[src/rtl/wb_irq_ctrl.sv]
// Wishbone-mapped interrupt controller: per-channel pending latches (level/edge), mask,
// registered priority cause. Define IRQ_SYNC_EN to add a two-flop synchronizer on irq.
module wb_irq_ctrl #(
  parameter int unsigned N_IRQ      = 6,
  parameter logic [31:0] RESET_MASK = 32'h0000_0000,
  parameter logic [31:0] RESET_EDGE = 32'h0000_0000
) (
  input  logic             clk,
  input  logic             RSTN,
  input  logic [N_IRQ-1:0] irq,
  input  logic             STB,
  input  logic             WE,
  input  logic [31:0]      ADDR,
  input  logic [31:0]      DAT_I,
  output logic [31:0]      DAT_O,
  output logic             ACK,
  output logic             INT,
  output logic [31:0]      CAUSE
);

  logic [N_IRQ-1:0] s_q, s_prev_q;
  logic [N_IRQ-1:0] pending_q, pending_d;
  logic [N_IRQ-1:0] mask_q, mask_d;
  logic [N_IRQ-1:0] edge_q, edge_d;
  logic [N_IRQ-1:0] clr_s, active_s;
  logic             ack_q, int_q, int_d;
  logic [4:0]       cause_q, cause_d;
  logic [31:0]      dat_q, rd_s;
  logic             fire_s, wr_s;
  logic             unused_s;

`ifdef IRQ_SYNC_EN
  logic [N_IRQ-1:0] meta_q;

  // Two-flop synchronizer for asynchronous interrupt sources
  always_ff @(posedge clk or negedge RSTN) begin
    if (!RSTN) begin
      meta_q <= '0;
      s_q    <= '0;
    end else begin
      meta_q <= irq;
      s_q    <= meta_q;
    end
  end
`else
  // Single sample stage; sources are already synchronous to clk
  always_ff @(posedge clk or negedge RSTN) begin
    if (!RSTN) begin
      s_q <= '0;
    end else begin
      s_q <= irq;
    end
  end
`endif

  // An access fires once per STB assertion, in the first cycle ACK is still low
  assign fire_s = STB & ~ack_q;
  assign wr_s   = fire_s & WE;

  always_comb begin
    mask_d = mask_q;
    edge_d = edge_q;
    clr_s  = '0;
    if (wr_s) begin
      case (ADDR[3:2])
        2'd0:    clr_s  = DAT_I[N_IRQ-1:0];
        2'd1:    mask_d = DAT_I[N_IRQ-1:0];
        2'd3:    edge_d = DAT_I[N_IRQ-1:0];
        default: clr_s  = '0;
      endcase
    end else begin
      clr_s = '0;
    end
  end

  // Edge channels: a new rising edge beats a simultaneous W1C clear
  assign pending_d = (edge_q & ((s_q & ~s_prev_q) | (pending_q & ~clr_s)))
                   | (~edge_q & s_q);

  always_comb begin
    active_s = pending_d & mask_d;
    int_d    = |active_s;
    cause_d  = 5'd0;
    for (int i = N_IRQ - 1; i >= 0; i--) begin
      cause_d = active_s[i] ? 5'(i) : cause_d;
    end
  end

  always_comb begin
    rd_s = 32'd0;
    case (ADDR[3:2])
      2'd0:    rd_s[N_IRQ-1:0] = pending_q;
      2'd1:    rd_s[N_IRQ-1:0] = mask_q;
      2'd2:    rd_s = {int_q, 26'd0, cause_q};
      2'd3:    rd_s[N_IRQ-1:0] = edge_q;
      default: rd_s = 32'd0;
    endcase
  end

  always_ff @(posedge clk or negedge RSTN) begin
    if (!RSTN) begin
      s_prev_q  <= '0;
      pending_q <= '0;
      mask_q    <= RESET_MASK[N_IRQ-1:0];
      edge_q    <= RESET_EDGE[N_IRQ-1:0];
      ack_q     <= 1'b0;
      dat_q     <= 32'd0;
      int_q     <= 1'b0;
      cause_q   <= 5'd0;
    end else begin
      s_prev_q  <= s_q;
      pending_q <= pending_d;
      mask_q    <= mask_d;
      edge_q    <= edge_d;
      ack_q     <= STB;
      dat_q     <= fire_s ? rd_s : dat_q;
      int_q     <= int_d;
      cause_q   <= cause_d;
    end
  end

  assign DAT_O    = dat_q;
  assign ACK      = ack_q;
  assign INT      = int_q;
  assign CAUSE    = {27'd0, cause_q};
  assign unused_s = ^{ADDR[31:4], ADDR[1:0], DAT_I};

endmodule
[config.mk]
export PLATFORM = sky130hd
export DESIGN_NAME = wb_irq_ctrl
export DESIGN_NICKNAME = d
export VERILOG_FILES = /design/src/rtl/wb_irq_ctrl.sv
export SDC_FILE = /design/constraint.sdc
export NUM_CORES = 1
export LEC_CHECK = 0
export CELL_PAD_IN_SITES_DETAIL_PLACEMENT = 0
export CELL_PAD_IN_SITES_GLOBAL_PLACEMENT = 1
export CORE_MARGIN = 1
export CORE_UTILIZATION = 28
export CTS_BUF_LIST = sky130_fd_sc_hd__clkbuf_16
export DETAILED_ROUTE_END_ITERATION = 16
export GPL_TIMING_DRIVEN = 0
export PLACE_DENSITY_LB_ADDON = 0.1
export SYNTH_ARGS = -nofsm -noshare
export SYNTH_HDL_FRONTEND = slang
export SYNTH_SLANG_ARGS = --single-unit
[constraint.sdc]
create_clock -name clk -period 3.85 [get_ports clk]
set_input_delay 0.385 -clock clk [delete_from_list [all_inputs] [get_ports clk]]
set_output_delay 0.385 -clock clk [all_outputs]
set_load 0.01 [all_outputs]
======== After elaboration in Yosys (flattened, before gate mapping) ========
Cells that the tools add are included.
storage, ports and cells
  bits in registers ....................... 67
  input port bits ......................... 74
  output and inout port bits .............. 66
cells by class
  equal/unequal tests ..................... 3
  mux-type cells .......................... 12
  bitwise logic cells ..................... 13
  reductions and logical operators ........ 3
operator list
  cell                                                 number
  bitwise AND 6 bit                                    5
  two-way mux 26 bit                                   1
  two-way mux 6 bit                                    4
  one-hot mux 6 bit (4 select lines)                   1
  two-way mux 3 bit                                    6
  NOT 6 bit                                            3
  OR 6 bit                                             2
  OR reduction 6 bit                                   1
  equality test 2 bit, second input constant           2
  bitwise AND 1 bit                                    2
  equality test 2 x 1 -> 1 bit, second input constant  1
  zero test 2 bit                                      1
  AND reduction 2 bit                                  1
  NOT 1 bit                                            1

======== Logic depth before layout (Yosys ltp) ========
  depth after elaboration ................. 16
  mapped depth ............................ 6

======== Worst setup path after synthesis ========
Ideal clock, no wire load.
  path kind ............................... register to register
  start ................................... register ack_q (netlist: ACK)
  end ..................................... register cause_q[0]
  library setup time ...................... 0.066 ns
  arrival time ............................ 1.572 ns
  data required time ...................... 3.784 ns
  slack ................................... 2.212 ns
  cell stages (with the launch flop) ...... 6
  path buffers ............................ 0
  clock period less this slack ............ 1.638 ns
  cell sequence ........................... dfrtp_1 -> nand4b_2 -> nor2_2 -> mux2_2 -> a222oi_1 -> o311a_1
RTL lines
  item                            RTL line  text
  from (decl)                     26        logic ack_q, int_q, int_d;
  from (signal assigned)          106       ack_q <= 1'b0;
  from (signal assigned)          115       ack_q <= STB;
  NOT 1 bit                       57        assign fire_s = STB & ~ack_q;
  bitwise AND 1 bit               57
  bitwise AND 1 bit               58        assign wr_s = fire_s & WE;
  two-way mux 6 bit               64        if (wr_s) begin
  net mask_d[4]                   23        logic [N_IRQ-1:0] mask_q, mask_d;
  bitwise AND 6 bit               81        active_s = pending_d & mask_d;
  two-way mux 3 bit (5 in a row)  85        cause_d = active_s[i] ? 5'(i) : cause_d;
  net cause_d[0]                  27        logic [4:0] cause_q, cause_d;
  to (signal assigned)            118       cause_q <= cause_d;
  to (decl)                       27
The timed path passes the listed nets, and every way through them passes these cells.
A chain may end at the register's enable or synchronous reset.

======== Worst setup path after layout ========
  start ................................... input port ADDR[2]
  end ..................................... register int_q (netlist: INT)
RTL lines
  item                          RTL line  text
  from (decl)                   13        input logic [31:0] ADDR,
  equality test 2 x 1 -> 1 bit  65        case (ADDR[3:2])
  two-way mux 6 bit             65
  two-way mux 6 bit             64
  net mask_d[4]                 23
  bitwise AND 6 bit             81
  OR reduction 6 bit            82        int_d = |active_s;
  net int_d                     26
  to (signal assigned)          117       int_q <= int_d;
  to (decl)                     26
The timed path passes the listed nets, and every way through them passes these cells.

==> impl_metrics.toml <==
[status]
status = "finished clean"

[synth]
synth.area.top_cells = "dfrtp_1, buf_4, mux2_2"
synth_common_cells = "buf_4, dfrtp_1, nand2_1, mux2_2, nand3_1"
synth_ff_type = "dfrtp_1"
yosysTopAreaCell = "dfrtp_1"
synth_most_common_cell = "buf_4"
syn-cell-area_um2 = 2150
synth_cell_types = 39
ys_async_sr_fraction_pct = 100
synth_top_area_share_pct = 48.8
avgSynthCellArea_um2 = 11.0
yosys_warnings = 0
ys_seq_area_share_pct = 48.8
synth-edff-count = 0
syn_inst = 196
ys_ff_latch = 42

[sta]
rsz0062_at_grt = "no"
setup_slack_ns = 1.81
finalHoldViolations = 0
fmax_mhz = 490
final.setup.tns_ns = 0
fin_crit_sh_pct = 53.0
final-setup-viol-count = 0
final_max_slew_viol_count = 0
min_period_ns = 2.04
skew_ns = 0.00543

[route]
drt_wl_total_mm = 4.36
via_per_inst = 3.85
wl_per_cell_um = 11.3
ant_nets = 0
vias = 1487
drc = 0
drtIter0Drc = 50
drt_first_pass_iters = 4

[power]
switchingPower_w = 0.000360
peakVddDrop_v = 0.000155
seq_power_share_pct = 43.5
swShare_pct = 27.6
intPower_w = 0.000943
clock_power_share_pct = 30.8
p_leak_nw = 1.48
p_comb_share_pct = 25.7
p_per_area_nw_per_um2 = 447

[clock_tree]
cts.sink_count = 42
cts_resized = 0
cts_max_path_buffers = 2
h-tree-depth = 2
insertion_delay_ns = 0.28
cts_buffers = 5
root_buffer = "clkbuf_16"
cts_tree = "yes"
clk_pin_slew_worst_paths_ns = 0.06

[setup_path]
cp_slowest_stage_delay_ns = 0.55
start_kind = "primary input"
crit_fanout = 5
crit_chain = "clkdlybuf4s50_1, nand4b_2, nor2_2, mux2_2, a22oi_1, nand4_1"
crit_buf_inv = 1
crit_family = "simple AND/OR/NAND/NOR gates"
slowest_stage = "clkdlybuf4s50_1"
worst-setup-path-type = "in2reg"
end_kind = "flip-flop"
cp.required_ns = 3.99
cp.arrival_ns = 2.18

[finish]
final_cell_count_no_fill = 386
area_growth_pct = 35.6
final_core_util_pct = 39.8
drive_above_1_share_pct = 30.7
antenna_cells = 0
fin_nets = 360
design_area_um2 = 2920

[die]
initial_core_util_pct = 29.4
coreArea_um2 = 7330
rows = 31
die_area_um2 = 8040
die_h_um = 89.7
die_width_um = 89.7
io_pins = 140

[place]
placed_area_um2 = 2770
dpl_worst_slack_ns = 1.51
post-dp-hpwl_mm = 3.23
place_inst = 377
routabilityCongestion = 0.708
port_buffers = 28

[global_routing]
grt_pass1_wl_mm = 6.77
antenna_found_initial = 0
grt_max_degree = 39
overflow = 0
first_global_vias = 1308
gr-usage-all-layers_pct = 12.0

[flow_run]
maxCapViolations = 0

[worst_hold_path]
hold_class = "reg2reg"
[cells by family after synthesis]
group / share of synthesized area (%)
buffers and inverters: 20.7
and+or+nand+nor: 11.2
other: 0.174
muxes: 9.77
DFF: 48.8
AOI/OAI and AO/OA: 9.30
[layer usage]
| metal | routed length, um | vias to the layer above | global-route usage [%] |
|---|---|---|---|
| met3 | 273 | 7 | 3.20 |
| li1 | - | 747 | - |
| met5 | 0 | - | 0 |
| met4 | 91 | 0 | 6.06 |
| met2 | 1920 | 57 | 18.2 |
| met1 | 2070 | 676 | 15.9 |
[path summary, 6_finish.rpt]
kind / slack (ns) / endpoint / from / cells past startpoint
setup / recovery: 1.81 / INT / ADDR[2] / 6
hold / removal: 0.37 / s_prev_q[1] / s_q[1] / 0
setup reg to reg: 1.98 / INT / ACK / 5
hold reg to reg: 0.37 / s_prev_q[1] / s_q[1] / 0
max in group asynchronous: 2.97 / pending_q[3] / RSTN / 3
min in group asynchronous: 0.46 / s_q[0] / RSTN / 2
[power groups by stage]
stage               registers, W  clock network, W  logic (W)
detailed placement      0.000576                 0   0.000336
global route            0.000578          0.000433   0.000372
CTS                     0.000568          0.000415   0.000337
floorplan               0.000579                 0   0.000195
finish                  0.000567          0.000401   0.000335
global placement        0.000576                 0   0.000331
[worst register-to-register path, cell delays in order, from the launching register on]
cell	delay [ns]
dfrtp_1	0.40
nand4b_2	0.31
nor2_2	0.20
mux2_2	0.37
a22oi_1	0.29
nand4_1	0.15
[what timing repair did]
action | 4_1_cts | 5_1_grt
hold endpoints to repair | 4 | 0
hold buffers | 1 | 0
setup buffers | 0 | 0
[through the flow]
stage | hold WS (ns) | total power (W)
floorplan | 0.0894 | 0.000774
global placement | 0.356 | 0.000907
detailed placement | 0.217 | 0.000912
CTS | 0.372 | 0.00132
global route | 0.395 | 0.00138
finish | 0.372 | 0.00130
[final cells by class]
| type | instances | area (um2) |
|---|---|---|
| Buffer | 59 | 438 |
| Fill cell | 728 | 4410 |
| Multi-Input combinational cell | 146 | 855 |
| Timing Repair Buffer | 30 | 305 |
| Clock inverter | 3 | 12.5 |
| Clock buffer | 5 | 125 |
| Tap cell | 99 | 124 |
| Sequential cell | 42 | 1050 |
| Inverter | 2 | 7.51 |
[state kept, by name (all words and copies together) (netlist names)]
signal,flops
INT,1
ACK,1
s_prev_q,6
DAT_O,7
cause_q,3
pending_q,6
edge_q,6
s_q,6
mask_q,6
[layout by cell type (no fill, tap or decap), types with 2 or more instances in the layout]
master,synthesis,final
buf_4,55,55
conb_1,1,54
dfrtp_1,42,42
clkdlybuf4s50_1,0,27
nand2_1,24,24
mux2_2,10,10
nand3_1,6,6
nor2_1,5,5
a31oi_1,5,5
o21ai_0,5,5
clkbuf_16,0,5
inv_1,2,3
o21ai_1,3,3
a22oi_1,3,3
buf_2,2,3
mux4_2,3,3
mux2i_1,3,3
nor2_2,2,2
a21boi_0,2,2
or2_2,2,2
(Power assumes the default switching activity.)
